$ cat src/rtl/wb_port_arbiter.sv
// -----------------------------------------------------------------------------
// wb_port_arbiter
//   Shares register-file writeback port A between three execution-unit
//   requesters (0 = ALU, 1 = MUL, 2 = LOAD). One requester per cycle is
//   granted in round-robin order. The winner's address and value are
//   registered onto the final writeback port one cycle after acceptance.
//   A saturating counter tracks the cycles in which any request was left
//   waiting.
//
// Ports
//   clock_i         core clock, rising edge
//   reset_i         synchronous, active-high reset
//   req_valid_i     [3]          per-requester write request
//   req_addr_i      [3*ADDR_W]   requester k at [k*ADDR_W +: ADDR_W]
//   req_val_i       [3*DATA_W]   requester k at [k*DATA_W +: DATA_W]
//   req_ready_o     [3]          combinational accept, one-hot or zero
//   wb_stall_i                   port busy, suppresses any grant
//   wbAFinal_o                   registered writeback enable (1-cycle pulse)
//   wbAddrAFinal_o  [ADDR_W]     registered writeback address
//   wbValAFinal_o   [DATA_W]     registered writeback value
//   blocked_cnt_o   [16]         saturating count of cycles with a waiter
// -----------------------------------------------------------------------------
module wb_port_arbiter #(
  parameter int ADDR_W       = 5,
  parameter int DATA_W       = 16,
  parameter bit ZERO_DISCARD = 1'b1
) (
  input  logic                clock_i,
  input  logic                reset_i,
  input  logic [2:0]          req_valid_i,
  input  logic [3*ADDR_W-1:0] req_addr_i,
  input  logic [3*DATA_W-1:0] req_val_i,
  output logic [2:0]          req_ready_o,
  input  logic                wb_stall_i,
  output logic                wbAFinal_o,
  output logic [ADDR_W-1:0]   wbAddrAFinal_o,
  output logic [DATA_W-1:0]   wbValAFinal_o,
  output logic [15:0]         blocked_cnt_o
);

  // Round-robin pointer: index of the requester with highest priority.
  // Only encodings 0..2 are ever loaded.
  logic [1:0]        rrPtr;

  logic [2:0]        grant;
  logic              transfer;
  logic [1:0]        winner;
  logic              found;
  logic [2:0]        candSum;
  logic [1:0]        cand;
  logic [ADDR_W-1:0] winAddr;
  logic [DATA_W-1:0] winVal;
  logic              anyBlocked;

  // ---------------------------------------------------------------------------
  // Grant selection: scan rrPtr, rrPtr+1, rrPtr+2 (mod 3); first valid wins.
  // ---------------------------------------------------------------------------
  always_comb begin
    // NOTE: every signal written here gets a default first, so no path
    // through the block leaves a value unassigned and no latch is inferred.
    grant   = 3'b000;
    winner  = 2'd0;
    found   = 1'b0;
    candSum = 3'd0;
    cand    = 2'd0;
    if (!reset_i && !wb_stall_i) begin
      for (int i = 0; i < 3; i++) begin
        candSum = {1'b0, rrPtr} + 3'(i);
        cand    = (candSum >= 3'd3) ? 2'(candSum - 3'd3) : candSum[1:0];
        if (!found && req_valid_i[cand]) begin
          found  = 1'b1;
          winner = cand;
        end
      end
      if (found) begin
        grant[winner] = 1'b1;
      end
    end
  end

  assign req_ready_o = grant;
  assign transfer    = |grant;
  assign anyBlocked  = |(req_valid_i & ~grant);

  // Winner payload mux, constant slices only.
  always_comb begin
    winAddr = req_addr_i[0 +: ADDR_W];
    winVal  = req_val_i[0 +: DATA_W];
    case (winner)
      2'd1: begin
        winAddr = req_addr_i[ADDR_W +: ADDR_W];
        winVal  = req_val_i[DATA_W +: DATA_W];
      end
      2'd2: begin
        winAddr = req_addr_i[2*ADDR_W +: ADDR_W];
        winVal  = req_val_i[2*DATA_W +: DATA_W];
      end
      default: ;
    endcase
  end

  // ---------------------------------------------------------------------------
  // State: pointer, output register, blocked counter.
  // ---------------------------------------------------------------------------
  // NOTE: sequential state uses non-blocking assignments so every register
  // samples pre-edge values, independent of statement order.
  always_ff @(posedge clock_i) begin
    if (reset_i) begin
      rrPtr          <= 2'd0;
      wbAFinal_o     <= 1'b0;
      wbAddrAFinal_o <= '0;
      wbValAFinal_o  <= '0;
      blocked_cnt_o  <= 16'd0;
    end else begin
      if (transfer) begin
        rrPtr          <= (winner == 2'd2) ? 2'd0 : winner + 2'd1;
        wbAddrAFinal_o <= winAddr;
        wbValAFinal_o  <= winVal;
        // Writes to r0 are consumed (pointer advances) but never driven.
        wbAFinal_o     <= !(ZERO_DISCARD && (winAddr == '0));
      end else begin
        wbAFinal_o     <= 1'b0;
      end

      if (anyBlocked && (blocked_cnt_o != 16'hFFFF)) begin
        blocked_cnt_o <= blocked_cnt_o + 16'd1;
      end
    end
  end

endmodule

$ cat config.mk
export PLATFORM = sky130hd
export DESIGN_NAME = wb_port_arbiter
export DESIGN_NICKNAME = d
export VERILOG_FILES = /design/src/rtl/wb_port_arbiter.sv
export SDC_FILE = /design/constraint.sdc
export NUM_CORES = 1
export LEC_CHECK = 0
export ABC_AREA = 0
export BUFFER_PORTS_ARGS = -buffer_cell sky130_fd_sc_hd__buf_2
export CORE_MARGIN = 1.5
export CORE_UTILIZATION = 52
export DETAILED_ROUTE_END_ITERATION = 10
export PLACE_DENSITY = 0.95
export SETUP_SLACK_MARGIN = 0.3
export SYNTH_ARGS = -nofsm -noshare
export SYNTH_HDL_FRONTEND = slang
export SYNTH_SLANG_ARGS = --single-unit
$ cat constraint.sdc
create_clock -name clock_i -period 6.35 [get_ports clock_i]
set_input_delay 1.27 -clock clock_i [delete_from_list [all_inputs] [get_ports clock_i]]
set_output_delay 1.27 -clock clock_i [all_outputs]
set_load 0.01 [all_outputs]
==> results of run 1 <==
[cell families (layout without fill, tap and decap cells)]
family | after synthesis | count (layout)
simple gates | 113 | 113
compound gates | 88 | 88
fa+ha+maj | 9 | 9
mux | 28 | 28
buf+inv | 34 | 127
flops | 40 | 40
[metal layers]
layer	routed length (um)	GRT usage (%)	up-vias
met5	0	0	-
met3	353	3.98	6
met4	59	8.60	0
met2	3180	40.4	93
li1	-	-	1324
met1	2690	29.2	1186
[cells in the final DEF, fill, tap and decap left out, types with 2 or more instances in the layout]
master,n
ha_1,9
or4_1,9
mux2i_1,23
nand3_1,6
nor2_1,34
or3b_1,2
nor2b_1,6
nor3_1,3
o21ai_0,23
and4_1,2
o21ai_1,2
nor4_1,4
and2_1,3
nand4_1,5
mux2_2,4
clkbuf_8,5
inv_1,8
o31ai_1,9
buf_2,109
a21oi_1,18
or2_2,2
dfxtp_1,40
a22oi_1,21
nand2_1,28
o211a_1,2
and3_1,4
[worst max-delay path by stage]
| stage | endpoint | cells past startpoint |
|---|---|---|
| floorplan | req_ready_o[0] | 8 |
| global placement | wbAFinal_o$_SDFF_PP0_ | 11 |
| detailed placement | wbAFinal_o$_SDFF_PP0_ | 11 |
| CTS | wbAFinal_o$_SDFF_PP0_ | 11 |
| global route | wbAFinal_o$_SDFF_PP0_ | 11 |
| finish | wbAFinal_o$_SDFF_PP0_ | 11 |
[cell type report]
class                      instances  area (um^2)
sequential                        40          801
fill                             417         1600
clock buffer                       6         72.6
inverter                           9         36.3
timing repair buffer             110          553
multi-input combinational        238         1570
clock inverter                     2         35.0
tap                               67         83.8
[power by group through the flow]
stage               Combinational, mW  Sequential [mW]  Clock [mW]
finish                          0.132            0.269       0.201
detailed placement              0.131            0.274           0
floorplan                      0.0835            0.279           0
global route                    0.146            0.270       0.216
global placement                0.126            0.274           0
CTS                             0.131            0.269       0.203
[state kept, by name, summed over array words and instances, names as in the netlist]
name	count
wbAFinal_o	1
wbValAFinal_o	16
blocked_cnt_o	16
wbAddrAFinal_o	5
rrPtr	2
[per-stage QoR]
| step | std cells | utilization, % | power, mW | worst slack, ns |
|---|---|---|---|---|
| floorplan | 312 | - | 0.362 | 2.56 |
| global placement | 464 | 64.1 | 0.400 | 2.08 |
| detailed placement | 464 | 64.1 | 0.405 | 1.93 |
| CTS | 472 | 66.3 | 0.603 | 2.22 |
| global route | 472 | 66.3 | 0.633 | 1.86 |
| finish | 472 | 66.3 | 0.601 | 2.12 |
[worst register-to-register path: cells and delay by family (launching register included)]
family                   cells  cell delay [ns]
AO/OA/AOI/OAI                4             0.67
adder cells (fa/ha/maj)      2             1.39
buffers and inverters        2             0.23
flip-flops                   1             0.36
AND/OR/NAND/NOR              4             1.18
==> results.txt, run 1 <==
Post-synthesis sequential area ratio -> 31.2%
Power Density -> 191 mW/mm^2
DP HPWL -> 4560 um
FF-to-FF End -> wbAFinal_o$_SDFF_PP0_
Synth Area in Compound Gates -> 23.0%
Bufs and invs on worst path -> 1
CTS clk-pin slew, worst paths -> 0.08 ns
WHS Path Cells -> 2
Hold Path Class -> reg2reg
Lkg Pwr -> 1.42 nW
CTS sink count -> 40
CP Class -> in2reg
P_int -> 436 uW
Worst path arrival time -> 4.41 ns
Reg2reg setup slack -> 2.44 ns
Worst-Margin Slew -> 0.999 ns
Largest net degree at the start of global routing -> 50
Worst R2R Path Depth -> 12
Startpoint Class -> input pin
CTS tree -> built
Vias per cell -> 5.53
CTS Buffer Depth -> 2
Ant. Diodes -> 0
Die footprint -> 0.00537 mm^2
Critical path required time -> 6.53 ns
Synth top area share -> 31.2%
Share of cells above drive strength 1 -> 32.3%
WL/cell -> 13.3 um
Crit path max-delay family -> simple AND/OR/NAND/NOR gates
Synth Area in XOR/XNOR -> 0%
Number of global-route vias before repair -> 2321
Num CTS Buffers -> 5
DIE HEIGHT -> 73.3 um
Setup TNS -> 0 ns
Biggest area consumer among synthesized cells -> dfxtp_1
Mux share of post-synthesis cell area -> 11.3%
Mean Syn Cell Area -> 8.23 um^2
Vias -> 2609
Minimum hold slack -> 0.490 ns
Syn_nets -> 390
Grt total ovfl -> 0
Relative slew margins -> 33.4%
VDD IR-drop max -> 0.148 mV
Synthesis-stage register bit count -> 40
Post-DP Area -> 0.00305 mm^2
Final Slew Violations -> 0
Max H-tree Level -> 2
Final instance area -> 0.00315 mm^2
DR DRC count -> 0
Cell with the most instances after synthesis -> dfxtp_1
Row cnt -> 25
Critical path launch point -> req_valid_i[1]
Final setup viols -> 0
Synth Area in Simple Gates -> 22.6%
Adder-cell share of the synthesized area -> 4.38%
# IOs -> 110
Clk_lat worst skew -> 0.28 ns
Sw frac -> 27.5%
Crit path largest cell delay -> 0.99 ns
Max Fclk -> 237 MHz
IO Port Bufs -> 109
Final period util -> 66.5%
First-iteration detailed-routing DRC count -> 143
EDFF count, synth -> 0
Worst path slowest cell -> ha_1
Comb power frac -> 21.9%
GPL Wtd Cong -> 0.836
Root Buffer -> clkbuf_8
Sequential power share -> 44.7%
Starting Density -> 54.0%
Initial antenna violation count -> 0
Cts repair resizes -> 0
Worst Hold Endpoint -> wbValAFinal_o[6]$_SDFFE_PP0P_
RSZ-0062 raised after global routing -> false
Max_cap viols -> 0
First-pass GRT wire length -> 10000 um
Hold Vio Cnt, Final -> 0
Tot GR Track Use -> 23.4%
Core area -> 0.00475 mm^2
Largest fanout on the critical path -> 42
Post-CTS setup buffers -> 0
Post-synthesis cell count -> 312
Clock share of power -> 33.4%
Critical path, cell by cell -> buf_2 > mux2i_2 > o221ai_2 > or3b_1 > o21ai_2 > nor3_4 > ha_1 > o21ai_0 > nor4_1 > a21oi_1 > and2_1
Post-synth top cells -> dfxtp_1 (40), nor2_1 (34), nand2_1 (28), mux2i_1 (23), o21ai_0 (23)
Worst min-delay path startpoint -> wbValAFinal_o[6]$_SDFFE_PP0P_
Hold_buf cts -> 0
Warnings, synthesis -> 0
Die Width -> 73.3 um
Detailed Routing Iterations Pass 1 -> 4
Status -> complete, no violations
Antenna viol nets, final -> 0
Top_reg_cell synth -> dfxtp_1
Crit end category -> flip-flop
DRT Wirelength -> 6290 um
Synth async-reset ratio -> 0%
Total Nets Final -> 482
Synthesis-to-layout area growth -> 22.8%
Unique masters post-synth -> 50
Clock Skews -> 0.00487 ns
Largest cells by area after synthesis -> dfxtp_1 (31%), mux2i_1 (9.0%), a22oi_1 (6.1%), nor2_1 (5.0%), o21ai_0 (4.5%)
Worst r2r src -> rrPtr[0]$_SDFFE_PP0P_
Main combinational cell family by area after synthesis -> compound AO/OA/AOI/OAI gates
Post-synthesis cell area -> 0.00257 mm^2
Switch Pwr -> 165 uW
Min Clock Period, post-route -> 4.23 ns
No activity file was read; power rests on OpenSTA's default activity.
==> run 2: changes to the inputs <==
--- a/config.mk
+++ b/config.mk
@@ -5,12 +5,12 @@
 export SDC_FILE = /design/constraint.sdc
 export NUM_CORES = 1
 export LEC_CHECK = 0
-export ABC_AREA = 0
+export ABC_AREA = 1
 export BUFFER_PORTS_ARGS = -buffer_cell sky130_fd_sc_hd__buf_2
 export CORE_MARGIN = 1.5
-export CORE_UTILIZATION = 52
+export CORE_UTILIZATION = 43
 export DETAILED_ROUTE_END_ITERATION = 10
-export PLACE_DENSITY = 0.95
+export PLACE_DENSITY = 0.86
 export SETUP_SLACK_MARGIN = 0.3
 export SYNTH_ARGS = -nofsm -noshare
 export SYNTH_HDL_FRONTEND = slang
==> constraint.sdc (replaced) <==
create_clock -name clock_i -period 3.6 [get_ports clock_i]
set_input_delay 0.72 -clock clock_i [delete_from_list [all_inputs] [get_ports clock_i]]
set_output_delay 0.72 -clock clock_i [all_outputs]
set_load 0.01 [all_outputs]
==> run 2 against run 1 <==
Sequential power up 87%. Highest routed layer unchanged. Via count up 6.8%. First-iteration DRC count up 7.7%. Core utilization down 9.6 points. Non-clock buffer count unchanged. Clock skew down 0.0016 ns. Combinational power up 140%. Critical path type is now reg2reg. Sequential share of layout area up 0.071 points.
==> results.txt, run 2 <==
Largest cells by area after synthesis -> dfxtp_1 (32%), nand2_1 (14%), nand3_1 (6.4%), a22o_1 (5.6%), nor2_1 (5.6%)
Startpoint Class -> flip-flop
IO Port Bufs -> 109 (unchanged)
Mean Syn Cell Area -> 6.79 um^2 (-18%)
Minimum hold slack -> 0.500 ns (+0.00946 ns)
Warnings, synthesis -> 0 (unchanged)
Setup TNS -> 0 ns (unchanged)
Ant. Diodes -> 0 (unchanged)
Post-DP Area -> 0.00303 mm^2 (-0.41%)
Largest fanout on the critical path -> 11 (-74%)
Fillers -> 531 (+27%)
Post-synthesis cell area -> 0.00248 mm^2 (-3.3%)
Initial antenna violation count -> 0 (unchanged)
Post-synth top cells -> nand2_1 (92), dfxtp_1 (40), nor2_1 (37), nand3_1 (32), inv_1 (29)
WL/cell -> 12.1 um (-9.3%)
Worst-Margin Slew -> 0.976 ns (-0.0234 ns)
Biggest regs -> blocked_cnt_o x16, wbValAFinal_o x16, wbAddrAFinal_o x5
Synth Area in Simple Gates -> 32.0% (+9.4 points)
Final setup viols -> 0 (unchanged)
Crit path largest cell delay -> 0.42 ns (-0.57 ns)
Vias per cell -> 5.18 (-6.3%)
Core area -> 0.00554 mm^2 (+17%)
GPL Wtd Cong -> 0.874 (+4.5%)
Total Nets Final -> 544 (+13%)
Final period util -> 81.3%
RSZ-0062 raised after global routing -> false
Row cnt -> 27 (+8.0%)
Max_cap viols -> 0 (unchanged)
Power Density -> 351 mW/mm^2 (+84%)
First-pass GRT wire length -> 10600 um (+5.6%)
DRT Wirelength -> 6500 um (+3.3%)
Status -> complete, no violations
Clock Skews -> 0.00325 ns (-0.00162 ns)
Synth async-reset ratio -> 0% (unchanged)
Area occupied by multi-input gates -> 0.00148 mm^2 (-5.6%)
Synthesis-stage register bit count -> 40 (unchanged)
Crit path max-delay family -> simple AND/OR/NAND/NOR gates
Seq. cell area -> 801 um^2 (unchanged)
Max Fclk -> 342 MHz
Starting Density -> 44.8% (-9.2 points)
Worst path arrival time -> 3.10 ns (-1.31 ns)
Critical path required time -> 3.77 ns (-2.76 ns)
CTS sink count -> 40 (unchanged)
Hold Vio Cnt, Final -> 0 (unchanged)
Unique masters post-synth -> 30 (-40%)
Grt total ovfl -> 0 (unchanged)
Detailed Routing Iterations Pass 1 -> 4 (unchanged)
Post-synthesis sequential area ratio -> 32.2% (+1.1 points)
Tot GR Track Use -> 20.7% (-2.7 points)
Finished Core Util -> 56.8% (-9.6 points)
Synth Area in Compound Gates -> 22.3% (-0.67 points)
Num CTS Buffers -> 5 (unchanged)
Syn_nets -> 444 (+14%)
DR DRC count -> 0 (unchanged)
Crit end category -> flip-flop
Mux share of post-synthesis cell area -> 0% (-11 points)
Bufs and invs on worst path -> 6 (+5)
Largest net degree at the start of global routing -> 44 (-12%)
First-iteration detailed-routing DRC count -> 154 (+7.7%)
Max H-tree Level -> 2 (unchanged)
Hold Path Class -> reg2reg
Commonest non-fill, non-tap cells in the layout -> buf_2 (109), nand2_1 (92), dfxtp_1 (40)
Synth Area in XOR/XNOR -> 0% (unchanged)
DP HPWL -> 4860 um (+6.6%)
Relative slew margins -> 34.9% (+1.5 points)
Synth top area share -> 32.2% (+1.1 points)
Root Buffer -> clkbuf_8
Lkg Pwr -> 1.57 nW (+11%)
Commonest non-fill, non-tap cell in the layout -> buf_2
Top_reg_cell synth -> dfxtp_1
Final instance area -> 0.00315 mm^2 (-0.28%)
Cell with the most instances after synthesis -> nand2_1
Die footprint -> 0.00624 mm^2 (+16%)
CTS Buffer Depth -> 2 (unchanged)
VDD IR-drop max -> 0.197 mV (+34%)
Adder-cell share of the synthesized area -> 4.53% (+0.15 points)
Share of cells above drive strength 1 -> 31.3% (-1.0 points)
Min Clock Period, post-route -> 2.93 ns
Critical path, cell by cell -> inv_1 > ha_1 > inv_2 > nand2_1 > nand3_1 > nand2_2 > nand3_1 > nand2_1 > inv_2 > nand2_1 > nand2_1 > inv_1 > ha_2 > clkinvlp_4 > o2bb2ai_1 > nand3_1 > o31ai_1 > inv_1
CP Class -> reg2reg
Antenna viol nets, final -> 0 (unchanged)
DIE HEIGHT -> 79 um (+7.8%)
Number of global-route vias before repair -> 2540 (+9.4%)
Crit-path most repeated cell -> nand2_1
Synthesis-to-layout area growth -> 26.7%
Post-synthesis cell count -> 366 (+17%)
Clk_lat worst skew -> 0.28 ns (about the same)
Die Width -> 79 um (+7.8%)
CTS tree -> built
Total Power -> 1.11 mW (+84%)
Main combinational cell family by area after synthesis -> simple AND/OR/NAND/NOR gates
CTS clk-pin slew, worst paths -> 0.08 ns (about the same)
Biggest area consumer among synthesized cells -> dfxtp_1
Vias -> 2787 (+6.8%)
# IOs -> 110 (unchanged)
EDFF count, synth -> 0 (unchanged)
Worst path slowest cell -> dfxtp_1
Final Slew Violations -> 0 (unchanged)
==> run 2: changes by cell type in the layout (fill, tap and decap cells not counted), moves of 6 or more <==
cell     change
nand2_1     +64
nand3_1     +26
inv_1       +20
a22oi_1     -21
a31oi_1     +16
or4_1        -9
a21oi_2     +10
mux2i_1     -23
a22o_1      +16
nor2b_1      -6
o31ai_1      -8
==> run 2: what timing repair did <==
action	in CTS	in global routing
resized for setup	0	4
hold buffers	0	0
endpoints found under the setup margin	0	2
buffers inserted	0	0
==> run 2: path summary, 6_finish.rpt <==
kind / start / to / slack (ns) / depth (start not counted)
worst min register to register: wbAddrAFinal_o[3]$_SDFFE_PP0P_ / wbAddrAFinal_o[3]$_SDFFE_PP0P_ / 0.50 / 2
worst min-delay path: wbAddrAFinal_o[3]$_SDFFE_PP0P_ / wbAddrAFinal_o[3]$_SDFFE_PP0P_ / 0.50 / 2
worst max register to register: rrPtr[1]$_SDFFE_PP0P_ / wbAFinal_o$_SDFF_PP0_ / 0.67 / 18
worst max-delay path: rrPtr[1]$_SDFFE_PP0P_ / wbAFinal_o$_SDFF_PP0_ / 0.67 / 18
==> run 2: cell type report <==
class                           instances  area share, %
Multi-Input combinational cell        274           47.2
Tap cell                               72           2.86
Inverter                               34           4.18
Clock inverter                          2          0.398
Timing Repair Buffer                  110           17.6
Timing Repair inverter                  1          0.159
Sequential cell                        40           25.5
Clock buffer                            5           2.19
==> run 2: worst register-to-register path: stages (launching register included) <==
cell and delay, ns:
dfxtp_1 0.42, inv_1 0.09, ha_1 0.26, inv_2 0.08, nand2_1 0.05, nand3_1 0.08, nand2_2 0.10, nand3_1 0.10
nand2_1 0.06, inv_2 0.05, nand2_1 0.04, nand2_1 0.15, inv_1 0.09, ha_2 0.39, clkinvlp_4 0.23, o2bb2ai_1 0.28
nand3_1 0.11, o31ai_1 0.20, inv_1 0.06
==> run 2: cells by family (layout without fill, tap and decap cells) <==
group | after synthesis | count (layout)
adder cells (fa/ha/maj) | 9 | 9
AO/OA/AOI/OAI | 84 | 84
AND/OR/NAND/NOR | 181 | 181
buffers and inverters | 52 | 152
flip-flops | 40 | 40
==> run 2: power by group <==
| group | total [mW] | internal, mW | leakage, nW | switching [mW] |
|---|---|---|---|---|
| logic | 0.320 | 0.127 | 1.20 | 0.193 |
| clock network | 0.281 | 0.131 | 0.0400 | 0.150 |
| registers | 0.504 | 0.480 | 0.327 | 0.0236 |
==> run 2: per-stage QoR <==
stage / instances / worst slack [ns]
3_3_place_gp: 530 / 0.681
2_1_floorplan: 366 / 0.922
5_1_grt: 538 / 0.328
6_report: 538 / 0.674
4_1_cts: 537 / 0.633
3_5_place_dp: 530 / 0.653
==> run 2: per-layer routing <==
metal / global-route usage (%) / routed length, um / vias to the layer above / part of all wire, %
met2: 38.8 / 3250 / 97 / 50
met4: 5.26 / 58 / 0 / 0.89
met1: 23.8 / 2820 / 1251 / 43
met5: 0 / 0 / - / 0
li1: - / - / 1433 / -
met3: 4.14 / 366 / 6 / 5.6
==> run 3: changes to the inputs <==
==> constraint.sdc (replaced) <==
create_clock -name clock_i -period 2.6 [get_ports clock_i]
set_input_delay 0.52 -clock clock_i [delete_from_list [all_inputs] [get_ports clock_i]]
set_output_delay 0.52 -clock clock_i [all_outputs]
set_load 0.01 [all_outputs]
==> run 3 against run 2 <==
Sequential share of layout area down 2.9 points. Critical path type is now reg2out. Cell area up 14%. Clock power up 57%. Final cell count up 4.6%. Critical path depth down 6. Core utilization up 8.0 points. Register-to-register slack worse by 0.71 ns. Total power up 58%. Sequential power up 38%. Global-route usage up 2.1 points. Flip-flop and latch count unchanged. Non-clock buffer count up 25. The flow now finishes with violations (setup timing).
==> results.txt, run 3 (synthesized netlist as in run 2, its figures left out) <==
Die footprint -> 0.00624 mm^2 (unchanged)
Max H-tree Level -> 2 (unchanged)
Starting Density -> 44.8% (unchanged)
Layout Cells excl Fill -> 563 (+4.6%)
Vias -> 2920 (+4.8%)
Min Clock Period, post-route -> 2.64 ns
Critical path required time -> 2.08 ns (-1.69 ns)
Lkg Pwr -> 1.79 nW (+14%)
Largest net degree at the start of global routing -> 25 (-43%)
Commonest non-fill, non-tap cells in the layout -> buf_2 (109), nand2_1 (83), dfxtp_1 (38)
CP Capture Point -> req_ready_o[0]
First-iteration detailed-routing DRC count -> 118 (-23%)
Hold_buf cts -> 0 (unchanged)
Worst R2R Path Depth -> 18 (unchanged)
Crit end category -> output pin
FF-to-FF End -> wbAFinal_o$_SDFF_PP0_
Total Nets Final -> 568 (+4.4%)
IO Port Bufs -> 109 (unchanged)
DP HPWL -> 5000 um (+2.8%)
DIE HEIGHT -> 79 um (unchanged)
Post-DP Area -> 0.00315 mm^2 (+3.7%)
Num CTS Buffers -> 5 (unchanged)
Startpoint Class -> flip-flop
Critical path launch point -> rrPtr[0]$_SDFFE_PP0P_
Vias per cell -> 5.19 (+0.12%)
Max Fclk -> 379 MHz
Worst r2r src -> rrPtr[0]$_SDFFE_PP0P_
Row cnt -> 27 (unchanged)
Max_cap viols -> 0 (unchanged)
CP Class -> reg2out
Final period util -> 101%
Final setup viols -> 2 (+2)
Status -> finished, violations left
Biggest regs -> blocked_cnt_o x16, wbValAFinal_o x16, wbAddrAFinal_o x5
DR DRC count -> 0 (unchanged)
Grt total ovfl -> 0 (unchanged)
Pre-CTS setup slack -> -0.00478 ns (-0.658 ns)
Fillers -> 494 (-7.0%)
Initial antenna violation count -> 0 (unchanged)
WL/cell -> 12.7 um (+5.4%)
Final Slew Violations -> 0 (unchanged)
Hold Path Class -> in2reg
CTS tree -> built
Hold Vio Cnt, Final -> 0 (unchanged)
Post-Place Cells -> 535 (+0.94%)
RSZ-0062 raised after global routing -> true
CTS sink count -> 40 (unchanged)
Final WS setup -> -0.0368 ns (-0.711 ns)
Worst path arrival time -> 2.12 ns (-0.98 ns)
Finished Core Util -> 64.8% (+8.0 points)
CTS Buffer Depth -> 2 (unchanged)
Clock Skews -> 0.0135 ns (+0.0102 ns)
First-pass GRT wire length -> 11600 um (+9.9%)
Share of cells above drive strength 1 -> 39.9% (+8.6 points)
Power Density -> 486 mW/mm^2 (+38%)
Tot GR Track Use -> 22.8% (+2.1 points)
Final instance area -> 0.00359 mm^2 (+14%)
Root Buffer -> clkbuf_8
GPL Wtd Cong -> 0.854 (-2.3%)
Relative slew margins -> 58.7% (+24 points)
Antenna viol nets, final -> 0 (unchanged)
DRT Wirelength -> 7170 um (+10%)
Failing checks -> setup timing
Ant. Diodes -> 0 (unchanged)
Reg2reg setup slack -> -0.04 ns (-0.71 ns)
CTS clk-pin slew, worst paths -> 0.08 ns (about the same)
# IOs -> 110 (unchanged)
Worst-Margin Slew -> 0.619 ns (-0.357 ns)
Number of global-route vias before repair -> 2700 (+6.3%)
Commonest non-fill, non-tap cell in the layout -> buf_2
VDD IR-drop max -> 0.337 mV (+71%)
Core area -> 0.00554 mm^2 (unchanged)
Minimum hold slack -> 0.473 ns (-0.0266 ns)
Die Width -> 79 um (unchanged)
Synthesis-to-layout area growth -> 44.5%
Detailed Routing Iterations Pass 1 -> 4 (unchanged)
Clk_lat worst skew -> 0.29 ns (about the same)
Largest fanout on the critical path -> 6 (-5)
run 3: cell types whose count changed in the layout (fill, tap and decap cells not counted), sizes merged:
cell,change
inv,+1
bufbuf,+3
buf,+22
clkinvlp,-2
clkbuf,+1
run 3: through the flow:
step / TNS, ns / power, mW
2_1_floorplan: 0 / 1.02
4_1_cts: 0 / 1.73
3_5_place_dp: -0.00478 / 1.18
5_1_grt: -0.782 / 1.85
3_3_place_gp: 0 / 1.17
6_report: -0.0731 / 1.74
run 3: how the worst min path moves through the flow:
| stage | from | end | slack, ns | depth (start not counted) |
|---|---|---|---|---|
| floorplan | rrPtr[0]$_SDFFE_PP0P_ | rrPtr[0]$_SDFFE_PP0P_ | 0.48 | 2 |
| global placement | wbAddrAFinal_o[3]$_SDFFE_PP0P_ | wbAddrAFinal_o[3]$_SDFFE_PP0P_ | 0.48 | 2 |
| detailed placement | wbAddrAFinal_o[3]$_SDFFE_PP0P_ | wbAddrAFinal_o[3]$_SDFFE_PP0P_ | 0.49 | 2 |
| CTS | reset_i | wbAddrAFinal_o[2]$_SDFFE_PP0P_ | 0.46 | 2 |
| global route | reset_i | wbAddrAFinal_o[2]$_SDFFE_PP0P_ | 0.47 | 2 |
| finish | reset_i | wbAddrAFinal_o[2]$_SDFFE_PP0P_ | 0.47 | 2 |
run 3: timing repair:
action | 4_1_cts | 5_1_grt
buffers inserted | 17 | 0
endpoints found under the setup margin | 27 | 41
resized for setup | 20 | 9
gates cloned | 3 | 0
pin swaps | 11 | 9
run 3: area by class of cell:
class	count	area [um^2]	area share, %
Inverter	34	139	3.87
Multi-Input combinational cell	274	1600	44.6
Sequential cell	40	808	22.5
Tap cell	72	90.1	2.51
Clock buffer	6	82.6	2.30
Clock inverter	2	13.8	0.383
Timing Repair Buffer	135	853	23.8
run 3: critical path, cell delays in order, from the launching register on:
cell	delay [ns]
dfxtp_4	0.38
buf_12	0.10
ha_4	0.14
inv_2	0.05
nand2_1	0.09
nand3_1	0.09
nand2_2	0.15
nand4_1	0.21
buf_4	0.20
buf_4	0.12
nand3_1	0.10
nor2_1	0.06
buf_2	0.14
run 3: per-layer routing:
metal	GRT usage [%]	wire length [um]	vias up
li1	-	-	1483
met5	0	0	-
met2	41.6	3620	118
met1	26.9	3000	1305
met4	7.02	162	0
met3	4.02	388	14
run 3: report_power, final:
| part | switching [mW] | total (mW) | internal, mW |
|---|---|---|---|
| sequential | 0.0329 | 0.698 | 0.665 |
| clock | 0.223 | 0.440 | 0.217 |
| combinational | 0.319 | 0.605 | 0.286 |
